$ cat src/rtl/ddma_rx_engine_if.sv
// Bundle of the router receive port, local memory write port and the
// software command/status signals of the receive DMA engine.
interface ddma_rx_engine_if #(
  parameter int FLIT_WIDTH = 32,
  parameter int ADDR_WIDTH = 32
);
  // router side
  logic                  rx_i;
  logic [FLIT_WIDTH-1:0] data_i;
  logic                  credit_o;
  // memory side
  logic                  mem_enable_o;
  logic                  mem_wb_o;
  logic [ADDR_WIDTH-1:0] mem_addr_o;
  logic [FLIT_WIDTH-1:0] mem_data_o;
  logic                  mem_stall_i;
  // software side
  logic                  cmd_in;
  logic [ADDR_WIDTH-1:0] addr_in;
  logic [ADDR_WIDTH-1:0] nbytes_in;
  logic                  busy_o;
  logic                  done_o;
  logic [ADDR_WIDTH-1:0] nbytes_o;
  logic                  overflow_o;

  // engine side
  modport slave (
    input  rx_i, data_i, mem_stall_i, cmd_in, addr_in, nbytes_in,
    output credit_o, mem_enable_o, mem_wb_o, mem_addr_o, mem_data_o,
           busy_o, done_o, nbytes_o, overflow_o
  );

  // environment side (router, memory and software driving the engine)
  modport master (
    output rx_i, data_i, mem_stall_i, cmd_in, addr_in, nbytes_in,
    input  credit_o, mem_enable_o, mem_wb_o, mem_addr_o, mem_data_o,
           busy_o, done_o, nbytes_o, overflow_o
  );
endinterface

$ cat src/rtl/ddma_rx_engine.sv
// Receive DMA engine: once armed with a buffer base/capacity it accepts one
// packet (header, size, N payload flits) from the router and writes it word
// by word into local memory through a one-entry registered write stage.
// Flits beyond the buffer capacity are drained without being written.
module ddma_rx_engine #(
  parameter int FLIT_WIDTH = 32,
  parameter int ADDR_WIDTH = 32
) (
  input  logic            clk,
  input  logic            rst_n,
  ddma_rx_engine_if.slave bus
);

  typedef enum logic [2:0] {
    S_IDLE,
    S_HDR,
    S_SIZE,
    S_PAYLOAD,
    S_DONE
  } state_t;

  state_t                r_state;
  logic [ADDR_WIDTH-1:0] r_base;
  logic [ADDR_WIDTH-1:0] r_cap;
  logic [ADDR_WIDTH-1:0] r_nbytes;     // byte offset of the next flit
  logic                  r_overflow;
  logic [FLIT_WIDTH-1:0] r_remaining;  // payload flits still expected
  logic                  r_done;

  // registered memory write stage
  logic                  r_wr_valid;
  logic [ADDR_WIDTH-1:0] r_wr_addr;
  logic [FLIT_WIDTH-1:0] r_wr_data;

  logic                  w_rx_state;
  logic                  w_credit;
  logic                  w_xfer;
  logic [ADDR_WIDTH:0]   w_end_off;
  logic                  w_fits;
  logic [ADDR_WIDTH-1:0] w_wr_addr;

  // A flit may be taken only while receiving and while the write stage can
  // move; a stalled write blocks everything behind it.
  assign w_rx_state = (r_state == S_HDR) || (r_state == S_SIZE) ||
                      (r_state == S_PAYLOAD);
  assign w_credit   = w_rx_state && !bus.mem_stall_i &&
                      !(r_wr_valid && bus.mem_stall_i);
  assign w_xfer     = bus.rx_i && w_credit;

  // Capacity test done one bit wider so offset+4 cannot wrap past the check.
  assign w_end_off  = {1'b0, r_nbytes} + (ADDR_WIDTH+1)'(4);
  assign w_fits     = w_end_off <= {1'b0, r_cap};
  // Memory address wraps naturally at ADDR_WIDTH bits.
  assign w_wr_addr  = r_base + r_nbytes;

  // Write stage: load on an in-capacity transfer, retire when memory accepts.
  always_ff @(posedge clk or negedge rst_n) begin
    if (!rst_n) begin
      r_wr_valid <= 1'b0;
      r_wr_addr  <= '0;
      r_wr_data  <= '0;
    end else if (w_xfer && w_fits) begin
      r_wr_valid <= 1'b1;
      r_wr_addr  <= w_wr_addr;
      r_wr_data  <= bus.data_i;
    end else if (!bus.mem_stall_i) begin
      r_wr_valid <= 1'b0;
    end
  end

  // Buffer descriptor, byte counter and sticky overflow flag.
  always_ff @(posedge clk or negedge rst_n) begin
    if (!rst_n) begin
      r_base     <= '0;
      r_cap      <= '0;
      r_nbytes   <= '0;
      r_overflow <= 1'b0;
    end else if (r_state == S_IDLE) begin
      if (bus.cmd_in) begin
        r_base     <= bus.addr_in;
        r_cap      <= bus.nbytes_in;
        r_nbytes   <= '0;
        r_overflow <= 1'b0;
      end
    end else if (w_xfer) begin
      r_nbytes <= r_nbytes + ADDR_WIDTH'(4);
      if (!w_fits) begin
        r_overflow <= 1'b1;
      end
    end
  end

  // Packet sequencing; DONE first waits for the last write to retire, then
  // raises done for one cycle before returning to IDLE.
  always_ff @(posedge clk or negedge rst_n) begin
    if (!rst_n) begin
      r_state     <= S_IDLE;
      r_remaining <= '0;
      r_done      <= 1'b0;
    end else begin
      case (r_state)
        S_IDLE: begin
          r_done <= 1'b0;
          if (bus.cmd_in) begin
            r_state <= S_HDR;
          end
        end
        S_HDR: begin
          if (w_xfer) begin
            r_state <= S_SIZE;
          end
        end
        S_SIZE: begin
          if (w_xfer) begin
            r_remaining <= bus.data_i;
            if (bus.data_i == '0) begin
              r_state <= S_DONE;
            end else begin
              r_state <= S_PAYLOAD;
            end
          end
        end
        S_PAYLOAD: begin
          if (w_xfer) begin
            r_remaining <= r_remaining - FLIT_WIDTH'(1);
            if (r_remaining == FLIT_WIDTH'(1)) begin
              r_state <= S_DONE;
            end
          end
        end
        S_DONE: begin
          if (r_done) begin
            r_done  <= 1'b0;
            r_state <= S_IDLE;
          end else if (!r_wr_valid || !bus.mem_stall_i) begin
            r_done <= 1'b1;
          end
        end
        default: begin
          r_state <= S_IDLE;
          r_done  <= 1'b0;
        end
      endcase
    end
  end

  assign bus.credit_o     = w_credit;
  assign bus.mem_enable_o = r_wr_valid;
  assign bus.mem_wb_o     = r_wr_valid;
  assign bus.mem_addr_o   = r_wr_addr;
  assign bus.mem_data_o   = r_wr_data;
  assign bus.busy_o       = (r_state != S_IDLE);
  assign bus.done_o       = r_done;
  assign bus.nbytes_o     = r_nbytes;
  assign bus.overflow_o   = r_overflow;

endmodule

$ cat src/flat_wrapper.sv
// flat-port wrapper written by rule: the top's interface ports become plain ports
module ddma_rx_engine_flat 
#(
  parameter int FLIT_WIDTH = 32,
  parameter int ADDR_WIDTH = 32
)
  (clk, rst_n, bus_rx_i, bus_data_i, bus_mem_stall_i, bus_cmd_in, bus_addr_in, bus_nbytes_in, bus_credit_o, bus_mem_enable_o, bus_mem_wb_o, bus_mem_addr_o, bus_mem_data_o, bus_busy_o, bus_done_o, bus_nbytes_o, bus_overflow_o);
  ddma_rx_engine_if #(.FLIT_WIDTH(FLIT_WIDTH), .ADDR_WIDTH(ADDR_WIDTH)) bus_i ();
  input  logic clk;
  input  logic rst_n;
  input wire logic [$bits(bus_i.rx_i)-1:0] bus_rx_i;
  input wire logic [$bits(bus_i.data_i)-1:0] bus_data_i;
  input wire logic [$bits(bus_i.mem_stall_i)-1:0] bus_mem_stall_i;
  input wire logic [$bits(bus_i.cmd_in)-1:0] bus_cmd_in;
  input wire logic [$bits(bus_i.addr_in)-1:0] bus_addr_in;
  input wire logic [$bits(bus_i.nbytes_in)-1:0] bus_nbytes_in;
  output wire logic [$bits(bus_i.credit_o)-1:0] bus_credit_o;
  output wire logic [$bits(bus_i.mem_enable_o)-1:0] bus_mem_enable_o;
  output wire logic [$bits(bus_i.mem_wb_o)-1:0] bus_mem_wb_o;
  output wire logic [$bits(bus_i.mem_addr_o)-1:0] bus_mem_addr_o;
  output wire logic [$bits(bus_i.mem_data_o)-1:0] bus_mem_data_o;
  output wire logic [$bits(bus_i.busy_o)-1:0] bus_busy_o;
  output wire logic [$bits(bus_i.done_o)-1:0] bus_done_o;
  output wire logic [$bits(bus_i.nbytes_o)-1:0] bus_nbytes_o;
  output wire logic [$bits(bus_i.overflow_o)-1:0] bus_overflow_o;
  assign bus_i.rx_i = bus_rx_i;
  assign bus_i.data_i = bus_data_i;
  assign bus_i.mem_stall_i = bus_mem_stall_i;
  assign bus_i.cmd_in = bus_cmd_in;
  assign bus_i.addr_in = bus_addr_in;
  assign bus_i.nbytes_in = bus_nbytes_in;
  assign bus_credit_o = bus_i.credit_o;
  assign bus_mem_enable_o = bus_i.mem_enable_o;
  assign bus_mem_wb_o = bus_i.mem_wb_o;
  assign bus_mem_addr_o = bus_i.mem_addr_o;
  assign bus_mem_data_o = bus_i.mem_data_o;
  assign bus_busy_o = bus_i.busy_o;
  assign bus_done_o = bus_i.done_o;
  assign bus_nbytes_o = bus_i.nbytes_o;
  assign bus_overflow_o = bus_i.overflow_o;
  ddma_rx_engine #(.FLIT_WIDTH(FLIT_WIDTH), .ADDR_WIDTH(ADDR_WIDTH)) u_core (.clk(clk), .rst_n(rst_n), .bus(bus_i));
endmodule
$ cat config.mk
export PLATFORM = sky130hd
export DESIGN_NAME = ddma_rx_engine_flat
export DESIGN_NICKNAME = d
export VERILOG_FILES = /design/src/rtl/ddma_rx_engine_if.sv /design/src/rtl/ddma_rx_engine.sv /design/src/flat_wrapper.sv
export SDC_FILE = /design/constraint.sdc
export NUM_CORES = 1
export LEC_CHECK = 0
export ABC_AREA = 1
export ABC_CLOCK_PERIOD_IN_PS = 4700
export CAP_MARGIN = 40
export CORE_ASPECT_RATIO = 1.1
export CORE_MARGIN = 1.5
export CORE_UTILIZATION = 45
export CTS_CLUSTER_DIAMETER = 50
export DETAILED_ROUTE_END_ITERATION = 10
export MAX_ROUTING_LAYER = met4
export PLACE_DENSITY_LB_ADDON = 0.05
export SYNTH_ARGS = -nofsm -noshare
export SYNTH_HDL_FRONTEND = slang
export SYNTH_SLANG_ARGS = --single-unit
$ cat constraint.sdc
create_clock -name clk -period 4.7 [get_ports clk]
set_clock_uncertainty 0.05 [all_clocks]
set_input_delay 0.705 -clock clk [delete_from_list [all_inputs] [get_ports clk]]
set_output_delay 0.705 -clock clk [all_outputs]
set_load 0.005 [all_outputs]
==> flow_summary.toml, run 1 <==
[place]
hpwl_um = 28800
finalWeightedCongestion = 0.970
portBuffers = 200
pre_cts_slack_ns = 0.615

[clock_network]
h-tree-depth = 4
root_buffer = "clkbuf_16"
cts_buffer_depth = 2
clk_latency_ns = 0.46
cts_tree = "done"
post_cts_buffers = 0
clkSlewWorstSetupHoldPaths_ns = 0.08
cts_hold_buffers = 0
cts-resized-gates = 0
numClockSinks = 196
numCtsBuffers = 17

[route]
dr.pass1.iters = 5
drt_iter0_drc = 749
ant_nets = 0
dr_total_vias = 11600
route.detailed.drc = 0
wl_per_cell_um = 16.6
avgViaCountPerCell = 5.09
drt-total-wl_um = 37900

[power]
cellLeakagePower_nw = 7.76
power_density_nw_per_um2 = 491
max-vdd-ir-drop_mv = 0.248

[layout]
num_antenna_cells = 0
final.fill_count = 2593
layout-drive-gt1-share_pct = 3.90
synthToLayoutAreaGrowth_pct = 23.2
layout.nets = 2075

[global_routing]
grt_pass1_wl_um = 60800
overflow = 0
grt_use_total_pct = 28.3
antenna_found_initial = 0
grt_max_degree = 100
grt_pass1_vias = 11300

[timing]
slew_headroom_pct = 42.4
hold_viol = 0
period_share_pct = 87.2
fin_ws_ns = 0.602
worst_pin_slew_ns = 0.865
rsz0062_at_grt = "false"
fin_setup_tns_ns = 0
maxSlewViolCount = 0
finalSetupViolCount = 0
finalWorstPathRequiredPeriod_ns = 4.10
fmax_mhz = 244

[synthesis]
synth-xor-area-share_pct = 3.36
synthFlopType = "dfrtp_1"
synth_top_family_by_area = "simple AND/OR/NAND/NOR gates"
ys.warnings.count = 0
synthSimpleGateAreaFrac_pct = 31.4
ys_top_cells_by_area = "dfrtp_1, nand2_1, inv_1"
synth_edf_count = 0
syn_area_um2 = 12300
synth_top_area_cell = "dfrtp_1"
ys_seq_area_share_pct = 40.0
synth_compound_area_share_pct = 9.45
synthCells = 1728
synth_mux_area_share_pct = 0
synth_top_area_share_pct = 40.0
synth-adder-area-share_pct = 6.32
synth_area_per_cell_um2 = 7.10
ys_types = 42
yosys_register_bits = 196
async_flop_share_pct = 100

[critical_path]
crit_slowest_cell = "dfrtp_1"
crit_path_max_fanout = 64
critPathMaxStageDelay_ns = 0.59
cp_data_required_time_ns = 5.03
criticalPathCategory = "flip-flop to flip-flop"
critPathArrivalTime_ns = 4.43
crit_top_cell = "nand2_1"
path_cells = "nand3_1 > nor2_1 > nand4_1 > nor2_1 > nand2_1 > nor2_1 > nand3_1 > nand2_1 > inv_1 > ha_1 > nand2_1 > inv_1 > nand2_1 > nand2_1 > nand2_1 > nand2_1 > nor2_1 > nor2_1 > nor2_1 > nand2_1 > nand2_2 > buf_4 > nand3_1 > nand2_1"
setup.worst_path.start_class = "flip-flop"
endpoint_kind = "flip-flop"

[worst_hold_path]
hp-class = "input port to async pin"

[floorplan]
io_pins = 203
placementRows = 63
dieWidth_um = 160
fp.dieArea_um2 = 28300
coreArea_um2 = 26900
start_util_pct = 45.6
fp.dieH_um = 176

[status]
status = "completed"

[job]
timing.max_cap.violations = 0
## flip-flops by register name, summed over array words and instances, names as in the netlist
name / count
u_core.r_cap: 32
u_core.bus.overflow_o: 1
u_core.r_remaining: 32
u_core.bus.nbytes_o: 30
u_core.bus.mem_addr_o: 32
u_core.r_base: 32
u_core.bus.mem_enable_o: 1
u_core.r_state: 3
u_core.bus.mem_data_o: 32
u_core.bus.done_o: 1
## Yosys cell counts (2+ instances only)
| library cell | n |
|---|---|
| or2_2 | 5 |
| buf_1 | 6 |
| nand4_1 | 26 |
| nor3_1 | 28 |
| o21ai_0 | 105 |
| clkbuf_1 | 30 |
| nand2_1 | 572 |
| nand3b_1 | 2 |
| nor2_1 | 137 |
| buf_2 | 2 |
| o211ai_1 | 4 |
| a21o_1 | 3 |
| nand2_2 | 4 |
| inv_1 | 216 |
| and2_1 | 2 |
| clkinv_1 | 2 |
| xnor2_1 | 4 |
| xor2_1 | 43 |
| inv_2 | 8 |
| nor4_1 | 8 |
| ha_1 | 62 |
| buf_6 | 13 |
| nand3_1 | 134 |
| dfrtp_1 | 196 |
| buf_4 | 3 |
| o21ai_1 | 11 |
| o32ai_1 | 2 |
| o21bai_1 | 2 |
| a21oi_1 | 61 |
| o22ai_1 | 25 |
## kinds of logic (layout without fill, tap and decap cells)
| logic type | count (synthesis) | in the layout |
|---|---|---|
| and+or+nand+nor | 925 | 925 |
| buffers and inverters | 280 | 476 |
| AOI/OAI and AO/OA | 217 | 217 |
| DFF | 196 | 196 |
| adders and majority gates | 62 | 62 |
| xor gates and xnor gates | 47 | 47 |
| other | 1 | 2 |
## worst max-delay path: cells and delay by family (launching register included)
kind | cells | cell delay, ns
adder cells (fa/ha/maj) | 1 | 0.26
AND/OR/NAND/NOR | 20 | 2.44
flip-flops | 1 | 0.59
buffers and inverters | 3 | 0.66
## worst paths after layout
check                                                from                        end  slack (ns)  cells past startpoint
worst max-delay path               u_core.bus.nbytes_o[2]  u_core.bus.mem_addr_o[29]        0.60                     24
worst min-delay path                                rst_n  u_core.bus.mem_data_o[25]        0.26                      1
worst max register to register     u_core.bus.nbytes_o[2]  u_core.bus.mem_addr_o[29]        0.60                     24
worst min register to register  u_core.bus.mem_data_o[14]  u_core.bus.mem_data_o[14]        0.42                      2
max in group asynchronous                           rst_n     u_core.r_remaining[12]        3.13                      2
min in group clk                u_core.bus.mem_data_o[14]  u_core.bus.mem_data_o[14]        0.42                      2
## cells in the final DEF, fill, tap and decap left out, types with 27 or more instances in the layout
cell             instances
clkdlybuf4s50_1        199
ha_1                    62
nand2_1                572
nor3_1                  27
o21ai_0                105
dfrtp_1                196
a21oi_1                 61
nor2_1                 137
nand3_1                134
xor2_1                  43
inv_1                  216
## power breakdown
part | leakage [nW] | switching, W | internal, W
clock | 0.266 | 0.000706 | 0.000740
combinational | 5.02 | 0.00187 | 0.00133
sequential | 2.47 | 0.000423 | 0.00235
total | 7.76 | 0.00300 | 0.00443
## cell type report
type | count | area (um2) | share of cell area (%)
multi-input combinational | 1253 | 6210 | 41.1
inverter | 226 | 848 | 5.61
timing repair buffer | 218 | 2150 | 14.2
tap | 357 | 447 | 2.95
clock buffer | 19 | 433 | 2.86
sequential | 196 | 4900 | 32.4
clock inverter | 13 | 123 | 0.811
## layer usage
metal  GRT usage [%]  vias up  wire (um)
li1                -     5893          -
met4            9.11        0        919
met2            47.2      302      18500
met5               -        -          0
met3            4.42       51       1960
met1            35.3     5379      16600
## per-stage QoR
| step | std cells | power [W] | utilization [%] | cell area [um2] | hold WS [ns] |
|---|---|---|---|---|---|
| after CTS | 2282 | 0.00748 | 56.2 | 15100 | 0.325 |
| after detailed placement | 2250 | 0.00601 | 54.2 | 14600 | 0.407 |
| after floorplan | 1729 | 0.00464 | - | 12300 | 0.359 |
| final | 2282 | 0.00743 | 56.2 | 15100 | 0.256 |
| after global placement | 2250 | 0.00596 | 54.2 | 14600 | 0.403 |
| after global routing | 2282 | 0.00801 | 56.2 | 15100 | 0.337 |
(Power assumes the default switching activity.)
==> run 2: changes to the inputs <==
- CORE_UTILIZATION: 45 -> 50
==> run 2 against run 1 <==
  * Worst hold slack worse by 0.21 ns
  * Design area is 0.21% lower
  * Final cell count is 2.4% lower
  * Sequential share of layout area up 0.067 points
  * Critical endpoint is now u_core.bus.mem_addr_o[15]
  * Wire length fell by 1.9%
  * Clock-buffer cell count did not move
  * Sequential power about the same
  * Power is 0.38% higher
==> flow_summary.toml, run 2 (synthesis gave the netlist of run 1 again) <==
[route]
dr_total_vias = 11800
ant_nets = 0
drt_iter0_drc = 799
wl_per_cell_um = 16.7
dr.pass1.iters = 5
route.detailed.drc = 0
avgViaCountPerCell = 5.30
drt-total-wl_um = 37200

[job]
timing.max_cap.violations = 0

[critical_path]
criticalPathCategory = "flip-flop to flip-flop"
setup.worst_path.start_class = "flip-flop"
critPathArrivalTime_ns = 4.38
worstRegToRegCells = 24
crit_path_max_fanout = 64
cp_data_required_time_ns = 5.02
endpoint_kind = "flip-flop"

[floorplan]
start_util_pct = 51.5
dieWidth_um = 152
placementRows = 59
fp.dieH_um = 167
coreArea_um2 = 23800
fp.dieArea_um2 = 25500
io_pins = 203

[place]
pre_cts_slack_ns = 0.703
finalWeightedCongestion = 0.938
hpwl_um = 28000
portBuffers = 200

[layout]
synthToLayoutAreaGrowth_pct = 23.0
num_antenna_cells = 0
final_cell_mix = "nand2_1, inv_1, clkdlybuf4s50_1"
layout-drive-gt1-share_pct = 3.85
layout_commonest_cell = "nand2_1"
fin_util_pct = 63.3
layout.nets = 2073

[global_routing]
grt_pass1_vias = 11500
antenna_found_initial = 0
grt_use_total_pct = 30.6
overflow = 0
grt_pass1_wl_um = 60200
grt_max_degree = 106

[power]
power_density_nw_per_um2 = 494
max-vdd-ir-drop_mv = 0.289
cellLeakagePower_nw = 7.77

[timing]
rsz0062_at_grt = "false"
maxSlewViolCount = 0
hold_viol = 0
fin_ws_ns = 0.642
slew_headroom_pct = 48.3
finalSetupViolCount = 0
worst_pin_slew_ns = 0.776
fmax_mhz = 246
fin_setup_tns_ns = 0
period_share_pct = 86.3
finalWorstPathRequiredPeriod_ns = 4.06

[status]
status = "completed"

[clock_network]
cts_hold_buffers = 0
cts_buffer_depth = 2
numClockSinks = 196
clkSlewWorstSetupHoldPaths_ns = 0.08
cts_tree = "done"
post_cts_buffers = 0
clk_latency_ns = 0.45
h-tree-depth = 4
cts-resized-gates = 0
numCtsBuffers = 17
root_buffer = "clkbuf_16"

[worst_hold_path]
hp-class = "input port to async pin"
==> run 2: metal layers <==
metal	up-vias	share of wire (%)	track usage, %
met4	0	2.0	8.27
met1	5527	44	38.3
met3	54	4.5	4.30
li1	5899	-	-
met2	325	50	52.0
met5	-	0	-
==> run 2: worst paths after layout <==
| path | from | to | slack, ns |
|---|---|---|---|
| setup / recovery | u_core.bus.nbytes_o[2] | u_core.bus.mem_addr_o[15] | 0.64 |
| hold / removal | rst_n | u_core.bus.mem_data_o[23] | 0.05 |
| setup reg to reg | u_core.bus.nbytes_o[2] | u_core.bus.mem_addr_o[15] | 0.64 |
| hold reg to reg | u_core.bus.mem_addr_o[31] | u_core.bus.mem_addr_o[31] | 0.42 |
| max in group asynchronous | rst_n | u_core.bus.mem_addr_o[20] | 3.78 |
| min in group clk | u_core.bus.mem_addr_o[31] | u_core.bus.mem_addr_o[31] | 0.42 |
==> run 2: through the flow <==
step	hold slack (ns)	std cells	cell area, um2	total power, W
floorplan	0.359	1729	12300	0.00464
global placement	0.404	2195	14500	0.00590
detailed placement	0.408	2196	14500	0.00599
CTS	0.0329	2228	15100	0.00748
global route	0.0339	2228	15100	0.00803
finish	0.0459	2228	15100	0.00745
==> run 2: layout make-up <==
type	count	area (um2)
Fill cell	2191	8760
Multi-Input combinational cell	1253	6210
Sequential cell	196	4900
Timing Repair Buffer	216	2170
Inverter	226	848
Clock buffer	19	443
Tap cell	305	382
Clock inverter	13	129
==> run 2: power by group <==
part	switching (W)	internal, W	leakage (nW)
registers	0.000439	0.00235	2.47
logic	0.00186	0.00133	5.02
clock network	0.000753	0.000722	0.276
total	0.00305	0.00440	7.77
==> run 2: worst max-delay path, cell delays in order (launching register included) <==
cell and delay, ns:
dfrtp_1 0.57, nand3_1 0.30, nor2_1 0.24, nand4_1 0.17, nor2_1 0.20, nand2_1 0.12, nor2_1 0.18, nand3_1 0.10
nand2_1 0.11, inv_1 0.06, ha_1 0.26, nand2_1 0.07, inv_1 0.04, nand2_1 0.05, nand2_1 0.05, nand2_1 0.06
nand2_1 0.04, nor2_1 0.07, nor2_1 0.04, nor2_1 0.09, nand2_1 0.09, nand2_2 0.08, buf_4 0.51, nand3_1 0.17
nand2_1 0.11
==> run 3: changes to the inputs <==
- CORE_ASPECT_RATIO: 1.1 -> 0.7
==> run 3 against run 2 <==
  * Critical path depth fell by 2
  * Combinational power about the same
  * First-iteration DRC count up 32%
  * Sequential power about the same
  * Largest cell class unchanged
  * Largest power group unchanged
==> flow_summary.toml, run 3 (synthesis gave the netlist of run 1 again) <==
[status]
status = "completed"

[power]
power_density_nw_per_um2 = 503
p_int_w = 0.00460
p_clk_share_pct = 20.9
max-vdd-ir-drop_mv = 0.276
p_switching_w = 0.00301
combPwrFrac_pct = 42.3
p_sw_share_pct = 39.6
seqPwrFrac_pct = 36.8
cellLeakagePower_nw = 7.79

[timing]
maxSlewViolCount = 0
worst_pin_slew_ns = 0.914
fmax_mhz = 231
fin_setup_tns_ns = 0
rsz0062_at_grt = "false"
finalSetupViolCount = 0
finalWorstPathRequiredPeriod_ns = 4.33
period_share_pct = 92.0
slew_headroom_pct = 38.5
hold_viol = 0

[route]
routed.top_layer = "met4"
dr_total_vias = 11900
dr.pass1.iters = 7
wl_met3_um = 3650
wl_per_cell_um = 16.6
drt_iter0_drc = 1051
route.detailed.drc = 0
avgViaCountPerCell = 5.30
drt-total-wl_um = 37200
dr_wl_met2_um = 14500
met1_length_um = 18800
ant_nets = 0

[global_routing]
grt_use_total_pct = 31.2
antenna_found_initial = 0
overflow = 0
grt_pass1_vias = 11200
grt_max_degree = 101
grt_pass1_wl_um = 60100

[clock_network]
post_cts_buffers = 0
root_buffer = "clkbuf_16"
cts_tree = "done"
numCtsBuffers = 17
cts_buffer_depth = 2
cts_hold_buffers = 0
cts-resized-gates = 0
clkSlewWorstSetupHoldPaths_ns = 0.07
numClockSinks = 196
clk_latency_ns = 0.45
h-tree-depth = 4

[critical_path]
cp_data_required_time_ns = 5.03
setup.worst_path.start_class = "flip-flop"
critPathArrivalTime_ns = 4.66
crit_path_max_fanout = 64
criticalPathCategory = "flip-flop to flip-flop"
endpoint_kind = "flip-flop"

[layout]
num_antenna_cells = 0
final_cell_mix = "nand2_1, inv_1, clkdlybuf4s50_1"
layout.nets = 2071
final.fill_count = 2180
synthToLayoutAreaGrowth_pct = 23.4
layout_commonest_cell = "nand2_1"
layout-drive-gt1-share_pct = 3.75
fin_cells = 2239

[floorplan]
fp.dieArea_um2 = 25500
fp.dieH_um = 134
io_pins = 203
dieWidth_um = 190
coreArea_um2 = 23900
placementRows = 47
start_util_pct = 51.4

[place]
portBuffers = 200
hpwl_um = 28100
dp_cells = 2207
finalWeightedCongestion = 0.970

[worst_hold_path]
hp-class = "input port to async pin"

[job]
timing.max_cap.violations = 0
run 3: worst paths after layout:
kind / startpoint / endpoint / slack, ns / cells after the start
min in group clk: u_core.bus.mem_addr_o[7] / u_core.bus.mem_addr_o[7] / 0.42 / 2
max in group asynchronous: rst_n / u_core.r_remaining[7] / 3.40 / 2
worst min register to register: u_core.bus.mem_addr_o[7] / u_core.bus.mem_addr_o[7] / 0.42 / 2
worst max register to register: u_core.bus.nbytes_o[2] / u_core.bus.mem_data_o[19] / 0.37 / 22
worst max-delay path: u_core.bus.nbytes_o[2] / u_core.bus.mem_data_o[19] / 0.37 / 22
worst min-delay path: rst_n / u_core.r_cap[3] / 0.29 / 1
run 3: metrics by stage:
stage	total power, W	utilization [%]	hold WS, ns	area [um2]	setup slack (ns)
2_1_floorplan	0.00464	-	0.359	12300	1.73
3_3_place_gp	0.00591	60.8	0.404	14500	0.678
3_5_place_dp	0.00600	60.8	0.409	14500	0.606
4_1_cts	0.00762	63.4	0.329	15100	0.573
5_1_grt	0.00820	63.4	0.366	15100	0.0710
6_report	0.00761	63.4	0.292	15100	0.374
run 3: power by group through the flow:
stage | sequential (W) | combinational [W] | clock, W
2_1_floorplan | 0.00271 | 0.00193 | 0
3_3_place_gp | 0.00280 | 0.00311 | 0
3_5_place_dp | 0.00280 | 0.00320 | 0
4_1_cts | 0.00279 | 0.00322 | 0.00161
5_1_grt | 0.00287 | 0.00365 | 0.00168
6_report | 0.00280 | 0.00322 | 0.00159
run 3: cell type report:
class,instances,area [um2],share of cell area (%)
flip-flops and latches,196,4900,32.4
clock buffers,19,443,2.93
repair buffers,214,2150,14.2
multi-input cells,1253,6210,41.0
clock inverters,13,181,1.20
well taps,318,398,2.63
inverters,226,848,5.61
run 3: critical path, stage by stage (launching register included):
cell     delay, ns
dfrtp_1       0.60
nand3_1       0.36
nor2_1        0.26
nand3_1       0.13
nor2_1        0.30
nand4_1       0.25
xor2_1        0.28
inv_1         0.09
ha_1          0.28
nand2_1       0.07
inv_1         0.05
nand2_1       0.07
inv_1         0.05
nand2_1       0.07
nand2_1       0.05
nor2_1        0.09
nor2_1        0.04
nor2_1        0.09
nand2_1       0.09
nand2_2       0.10
buf_4         0.57
nand3_1       0.18
nand2_1       0.11
run 3: routing by layer:
metal | vias up | global-route usage (%)
met5 | - | -
met4 | 0 | 5.77
met3 | 21 | 7.06
met2 | 463 | 41.4
met1 | 5501 | 47.9
li1 | 5891 | -
